==> src/rtl/alu_seq.sv <==
// alu_seq: handshaked ALU with base logic/arith ops, shifts, signed SLT and a shift-add multiplier.
// Latency: 1 cycle for single-cycle ops (out_valid the cycle after accept), N+1 cycles for MUL/MULHU.
// Backpressure: result, flags and out_valid are held in DONE until out_ready; in_ready only in IDLE.
module alu_seq #(
    parameter int N = 8
) (
    input  logic         clk,
    input  logic         rst_n,
    input  logic         in_valid,
    output logic         in_ready,
    input  logic [3:0]   F,
    input  logic [N-1:0] a,
    input  logic [N-1:0] b,
    output logic         out_valid,
    input  logic         out_ready,
    output logic [N-1:0] y,
    output logic [3:0]   flags
);
    localparam int CW = $clog2(N);

    typedef enum logic [1:0] {IDLE, BUSY, DONE} state_t;

    state_t          r_state;
    logic [N-1:0]    r_y;
    logic [3:0]      r_flags;
    logic            r_out_valid;
    logic [2*N-1:0]  r_acc;
    logic [2*N-1:0]  r_mcand;
    logic [N-1:0]    r_mplier;
    logic            r_hi;
    logic [CW-1:0]   r_cnt;

    logic [N-1:0]    w_bop;
    logic [N-1:0]    w_sum;
    logic            w_cout;
    logic            w_ovf;
    logic            w_slt;
    logic [31:0]     w_amt;
    logic [4:0]      w_sh;
    logic            w_big;
    logic            w_is_arith;
    logic            w_is_mul;
    logic [N-1:0]    w_res;
    logic [3:0]      w_flags;
    logic [2*N-1:0]  w_acc_nxt;
    logic [N-1:0]    w_mres;
    logic            w_accept;

    assign in_ready  = (r_state == IDLE);
    assign out_valid = r_out_valid;
    assign y         = r_y;
    assign flags     = r_flags;
    assign w_accept  = in_valid && in_ready;

    // Shared adder: F[2] selects subtraction (invert b, carry-in 1); SLT reuses the a-b path.
    assign w_bop            = F[2] ? ~b : b;
    assign {w_cout, w_sum}  = {1'b0, a} + {1'b0, w_bop} + {{N{1'b0}}, F[2]};
    assign w_ovf            = (a[N-1] == w_bop[N-1]) && (w_sum[N-1] != a[N-1]);
    assign w_slt            = w_sum[N-1] ^ w_ovf;

    // Shift amount is b as an unsigned value; anything >= N saturates.
    assign w_amt      = 32'(b);
    assign w_sh       = w_amt[4:0];
    assign w_big      = (w_amt >= 32'(N));
    assign w_is_arith = (F == 4'b0010) || (F == 4'b0110);
    assign w_is_mul   = (F == 4'b1011) || (F == 4'b1100);

    // Single-cycle result selection; reserved opcodes fall to zero.
    always_comb begin
        w_res = '0;
        case (F)
            4'b0000: w_res = a & b;
            4'b0001: w_res = a | b;
            4'b0010: w_res = w_sum;
            4'b0100: w_res = a & ~b;
            4'b0101: w_res = a | ~b;
            4'b0110: w_res = w_sum;
            4'b0111: w_res = N'(w_slt);
            4'b1000: w_res = w_big ? '0 : (a << w_sh);
            4'b1001: w_res = w_big ? '0 : (a >> w_sh);
            4'b1010: w_res = w_big ? {N{a[N-1]}} : N'($signed(a) >>> w_sh);
            default: w_res = '0;
        endcase
    end

    assign w_flags = {w_is_arith & w_cout, w_is_arith & w_ovf, w_res[N-1], (w_res == '0)};

    // One multiplier bit per cycle is folded into the accumulator.
    assign w_acc_nxt = r_acc + (r_mplier[0] ? r_mcand : '0);
    assign w_mres    = r_hi ? w_acc_nxt[2*N-1:N] : w_acc_nxt[N-1:0];

    // Control FSM with registered result, flags and valid.
    always_ff @(posedge clk or negedge rst_n) begin
        if (!rst_n) begin
            r_state     <= IDLE;
            r_y         <= '0;
            r_flags     <= '0;
            r_out_valid <= 1'b0;
            r_acc       <= '0;
            r_mcand     <= '0;
            r_mplier    <= '0;
            r_hi        <= 1'b0;
            r_cnt       <= '0;
        end else begin
            case (r_state)
                IDLE: begin
                    if (w_accept) begin
                        if (w_is_mul) begin
                            r_acc    <= '0;
                            r_mcand  <= {{N{1'b0}}, a};
                            r_mplier <= b;
                            r_hi     <= F[2];
                            r_cnt    <= '0;
                            r_state  <= BUSY;
                        end else begin
                            r_y         <= w_res;
                            r_flags     <= w_flags;
                            r_out_valid <= 1'b1;
                            r_state     <= DONE;
                        end
                    end
                end
                BUSY: begin
                    r_acc    <= w_acc_nxt;
                    r_mcand  <= r_mcand << 1;
                    r_mplier <= r_mplier >> 1;
                    r_cnt    <= r_cnt + 1'b1;
                    if (r_cnt == CW'(N-1)) begin
                        r_y         <= w_mres;
                        r_flags     <= {2'b00, w_mres[N-1], (w_mres == '0)};
                        r_out_valid <= 1'b1;
                        r_state     <= DONE;
                    end
                end
                DONE: begin
                    if (out_ready) begin
                        r_out_valid <= 1'b0;
                        r_state     <= IDLE;
                    end
                end
                default: r_state <= IDLE;
            endcase
        end
    end
endmodule

==> config.mk <==
export PLATFORM = sky130hd
export DESIGN_NAME = alu_seq
export DESIGN_NICKNAME = d
export VERILOG_FILES = /design/src/rtl/alu_seq.sv
export SDC_FILE = /design/constraint.sdc
export NUM_CORES = 1
export LEC_CHECK = 0
export ABC_CLOCK_PERIOD_IN_PS = 5900
export CORE_UTILIZATION = 59
export CTS_BUF_LIST = sky130_fd_sc_hd__clkbuf_8
export DETAILED_ROUTE_END_ITERATION = 6
export GPL_TIMING_DRIVEN = 0
export PLACE_DENSITY = 0.8
export SYNTH_ARGS = -nofsm -noshare
export SYNTH_HDL_FRONTEND = slang
export SYNTH_SLANG_ARGS = --single-unit
==> constraint.sdc <==
create_clock -name clk -period 5.9 [get_ports clk]
set_input_delay 1.77 -clock clk [delete_from_list [all_inputs] [get_ports clk]]
set_output_delay 1.77 -clock clk [all_outputs]
set_load 0.01 [all_outputs]
==> Word-level counts from Yosys, hierarchy flattened <==
Index checks and enable logic that the tools add are counted.
Widths: inputs -> output; s select.
{ "totals": {"ff_bits": 59, "inputBits": 24} }
{ "classes": {"shift": 3, "n_addsub": 4, "bitwise": 8, "n_reduce_logical": 16, "magnitude_cmp": 1, "n_eq_ne": 21, "mux": 37} }
{ "op_table": {"columns": ["cell", "count"], "rows": [
  ["$mux 16", 5],
  ["$mux 8", 10],
  ["$pmux 8 s9", 1],
  ["$pmux 16 s2", 2],
  ["$pmux 8 s2", 2],
  ["$eq 4x4->1 const B", 5],
  ["$add 16x16->16", 1],
  ["$and 8x8->8", 2],
  ["$eq 4x3->1 const B", 4],
  ["$logic_not 8->1", 2],
  ["$or 8x8->8", 2],
  ["$mux 4", 3],
  ["$add 8x8->9", 1],
  ["$add 9x1->9", 1],
  ["$reduce_and 3->1", 3],
  ["$ge 8x4->1 const B", 1],
  ["$mux 2", 4],
  ["$not 8->8", 1],
  ["$pmux 4 s2", 1],
  ["$shl 8x5->8", 1],
  ["$shr 8x5->8", 1],
  ["$sshr 8x5->8", 1],
  ["$mux 3", 2],
  ["$ne 2x2->1 const B", 3],
  ["other kinds (24)", 31]
]} }

==> Logic depth before layout (Yosys ltp) <==
{ "depth": {"depth_word": 12, "mapped_depth": 12} }

==> Least setup slack after synthesis <==
No wires, ideal clock.
{ "synth_timing": {"path_type": "input to register", "startpoint": "input port F[2]", "endpoint": "register r_y[5], in the netlist y[5]", "stages": 11, "arrival_time_ps": 4084, "setup_time_ps": 121, "path_slack_ps": 1695, "n_path_buf": 2, "cell_sequence": "buf_2 > buf_2 > xor2_1 > ha_1 > and3_1 > a221o_1 > o21ai_0 > a21boi_0 > a2111oi_1 > a21oi_1 > a22o_1"} }
{ "synth_between": {"elab_chain_cells": 7, "elab_cells_between_ends": 23, "classes_between": "2 x add/sub; 12 x eq/ne; 5 x mux; 4 x reduce/logical"} }
{ "synth_rtl": {"columns": ["item", "line_no", "text"], "rows": [
  ["from (decl)", "11", "input logic [3:0] F,"],
  ["$mux 8", "56", "assign w_bop = F[2] ? ~b : b;"],
  ["$add 8x8->9", "57", "assign {w_cout, w_sum} = {1'b0, a} + {1'b0, w_bop} + {{N{1'b0}}, F[2]};"],
  ["$add 9x1->9", "57", null],
  ["$pmux 8 s9", "71", "case (F)"],
  ["$mux 8", "108", "if (w_is_mul) begin"],
  ["$mux 8", "107", "if (w_accept) begin"],
  ["$pmux 8 s2", "105", "case (r_state)"],
  ["to (signal assigned)", "116", "r_y <= w_res;"],
  ["to (signal assigned)", "129", "r_y <= w_mres;"],
  ["to (decl)", "24", "logic [N-1:0] r_y;"]
]} }
Parallel ways exist; a longest one is shown, timed or not. The select of a mux whose other input is x is not followed.
A chain may end at the register's enable or synchronous reset.

==> Final worst setup path <==
{ "layout_timing": {"startpoint": "input port F[1]", "endpoint": "register r_flags[0], in the netlist flags[0]"} }
{ "layout_between": {"elab_chain_cells": 7, "elab_cells_between_ends": 21, "classes_between": "12 x eq/ne; 4 x mux; 5 x reduce/logical"} }
{ "layout_rtl": {"columns": ["item", "line_no", "text"], "rows": [
  ["$eq 4x2->1 / $eq 4x3->1 (equally long branches)", "71", null],
  ["$reduce_or 2->1 (no source line)", null, null],
  ["$pmux 8 s9", "71", null],
  ["$logic_not 8->1", "86", "assign w_flags = {w_is_arith & w_cout, w_is_arith & w_ovf, w_res[N-1], (w_res == '0)};"],
  ["$mux 4", "108", null],
  ["$mux 4", "107", null],
  ["$pmux 4 s2", "105", null],
  ["to (signal assigned)", "117", "r_flags <= w_flags;"],
  ["to (signal assigned)", "130", "r_flags <= {2'b00, w_mres[N-1], (w_mres == '0)};"],
  ["to (decl)", "25", "logic [3:0] r_flags;"]
]} }
Parallel ways exist; a longest one is shown, timed or not. The select of a mux whose other input is x is not followed.

==> reports/summary.txt <==
I/O pin total = 38
CTS tree = yes
Largest net degree at the start of global routing = 38
Pleak = 2.46 nW
Startpoint types = primary input
Max Cap Viol = 0
Crit path max-delay cell type = nor4b_1
Antenna viol nets, final = 0
Nets = 678
CP Data Arrival Time = 5.06 ns
Power Density = 407 mW/mm^2
TNS Setup = 0 ns
CP Capture Type = flip-flop
ANT cells = 0
Die H = 94.6 um
Slew Limit Headroom = 0.0678
Die width = 94.6 um
Via count = 4878
Worst clock skew = 0.0157 ns
Cells after Synth = 586
Post-CTS resize count = 0
Status = finished, final reports clean
R2R setup slack = 2.21 ns
Die ar. = 0.00895 sq mm
Total Routing Usage GR = 0.346
First-pass GRT wire length = 23500 um
Ratio of final minimum period to clock period = 0.819
Initial antenna violation count = 0
Worst-path cell chain = clkdlybuf4s50_1 -> nor4b_1 -> nand3_1 -> nor3b_1 -> or4_1 -> or3_1 -> nor4_2 -> a41oi_1 -> o31ai_1
Most frequent cells in the layout = nand2_1, dfrtp_1, nor2_1, a21oi_1, clkdlybuf4s50_1
Total Wirelength = 14700 um
Yosys warns = 0
Post-route cell area = 0.00571 sq mm
GR Overflow Total = 0
CP Class = primary input to flip-flop
Buf+Inv Stages, Crit Path = 1
Pre-antenna DRT Iters = 5
Hpwl dp = 11100 um
Crit path required time = 6.13 ns
Vias/cell = 6.61
HP Class = flip-flop to flip-flop
Clock transition at the registers of the reported paths = 0.08 ns
Fin Hold WS = 0.475 ns
Core Area = 0.00826 sq mm
Post-synth EDFFs = 0
Top_reg_cell synth = dfrtp_1
Worst path max stage delay = 1.21 ns
Area of the mapped netlist = 0.00506 sq mm
Sequential fraction of the synthesis area = 0.287
Most common cell after layout, fill and taps aside = nand2_1
Unrepaired setup endpoints after global routing = false
CTS Buf Count = 9
Seq cells post-synth = 58
Slew Limit Fails = 0
H-tree levels = 3
Ys async rst share = 1.00
Post-CTS Hold Fix Bufs = 0
Placer Congestion = 1.04
Timing-limited maximum frequency = 0.207 GHz
Critical path peak fanout = 8
Peak VDD IR = 0.000318 V
Cell Area, Placed = 0.00550 sq mm
Row Count = 33
Power Total = 0.00232 W
Syn avg cell area = 8.63 sq um
Drc violations = 0
Setup violators final = 0
Largest delay share family, worst path = simple AND/OR/NAND/NOR gates
Distinct cell type count after synthesis = 80
Area Overhead vs Synth = 13.0%
Fin crit period = 4.83 ns
Layout cells sized above 1 = 0.107
Fillers = 670
Worst-Skew Late Latency = 0.35 ns
Worst-Margin Slew = 1.38 ns
Wirelength per Cell = 19.9 um
Post-CTS repair timing setup buffer count = 0
Initial DRC Count = 514
Net Count, Synth = 636
Buffer depth of the longest clock path = 2
# clock sinks = 58
Vias in the first global route = 4593
I/O Buffers = 30
Root buffer cell = clkbuf_8
Hold Vio Cnt, Final = 0
Starting Density = 0.612
flip-flops by register name, indices dropped and copies added, names as in the netlist:
name	flops
flags	4
r_cnt	3
out_valid	1
r_mcand	16
r_hi	1
r_mplier	8
r_acc	16
y	7
r_state	2
worst paths after layout:
path | cells past startpoint | end | startpoint
hold reg to reg | 2 | flags[2] | flags[2]
setup / recovery | 9 | flags[0] | F[1]
hold / removal | 2 | flags[2] | flags[2]
min in group asynchronous | 1 | r_mcand[12] | rst_n
max in group asynchronous | 2 | r_acc[0] | rst_n
setup reg to reg | 12 | y[4] | r_mplier[0]
where the power goes:
part	internal (W)	total (W)	switching (W)	leakage [nW]
clock	0.000211	0.000396	0.000185	0.103
combinational	0.000538	0.00127	0.000734	1.63
sequential	0.000549	0.000656	0.000107	0.731
synth_stat cells, drive strengths merged, types with 15 or more instances:
library cell,instances,share of area
nand2,64,0.048
a21oi,31,0.031
ha,24,0.059
o21ai,22,0.022
a22o,24,0.042
xor2,15,0.026
nand3,15,0.016
dfrtp,58,0.29
a31oi,19,0.024
inv,17,0.013
nor2,51,0.038
clkbuf,29,0.031
and2,20,0.025
logic make-up after synthesis:
family	count (synthesis)	share of synthesized area
and+or+nand+nor	213	0.218
AOI/OAI and AO/OA	177	0.246
DFF	58	0.287
buffers and inverters	57	0.0581
adders and majority gates	34	0.0831
xor gates and xnor gates	24	0.0416
muxes	23	0.0661
tightest hold or removal path: cells and delay by family, from the launching register on:
| family | cells | cell delay [ns] |
|---|---|---|
| simple gates | 1 | 0.05 |
| compound gates | 1 | 0.05 |
| flops | 1 | 0.34 |
routing by layer:
metal / up-vias / global-route usage / share of wire
li1: 2275 / - / -
met1: 2320 / 0.488 / 0.44
met2: 256 / 0.521 / 0.44
met3: 27 / 0.0870 / 0.10
met4: 0 / 0.107 / 0.017
met5: - / 0 / 0
area by class of cell:
cell class / count / area, sq um / share of cell area
buffer: 40 / 230 / 0.0403
clock buffer: 10 / 138 / 0.0241
clock inverter: 6 / 72.6 / 0.0127
inverter: 17 / 63.8 / 0.0112
multi-input combinational: 471 / 3310 / 0.580
sequential: 58 / 1450 / 0.254
tap: 105 / 131 / 0.0230
timing repair buffer: 31 / 315 / 0.0552
stage by stage:
step | setup WS (ns) | util | cells
2_1_floorplan | 1.70 | - | 586
3_3_place_gp | 0.899 | 0.665 | 721
3_5_place_dp | 0.969 | 0.667 | 722
4_1_cts | 1.33 | 0.692 | 738
5_1_grt | 1.16 | 0.692 | 738
6_report | 1.07 | 0.692 | 738
Power figures use the tool's default switching activity.
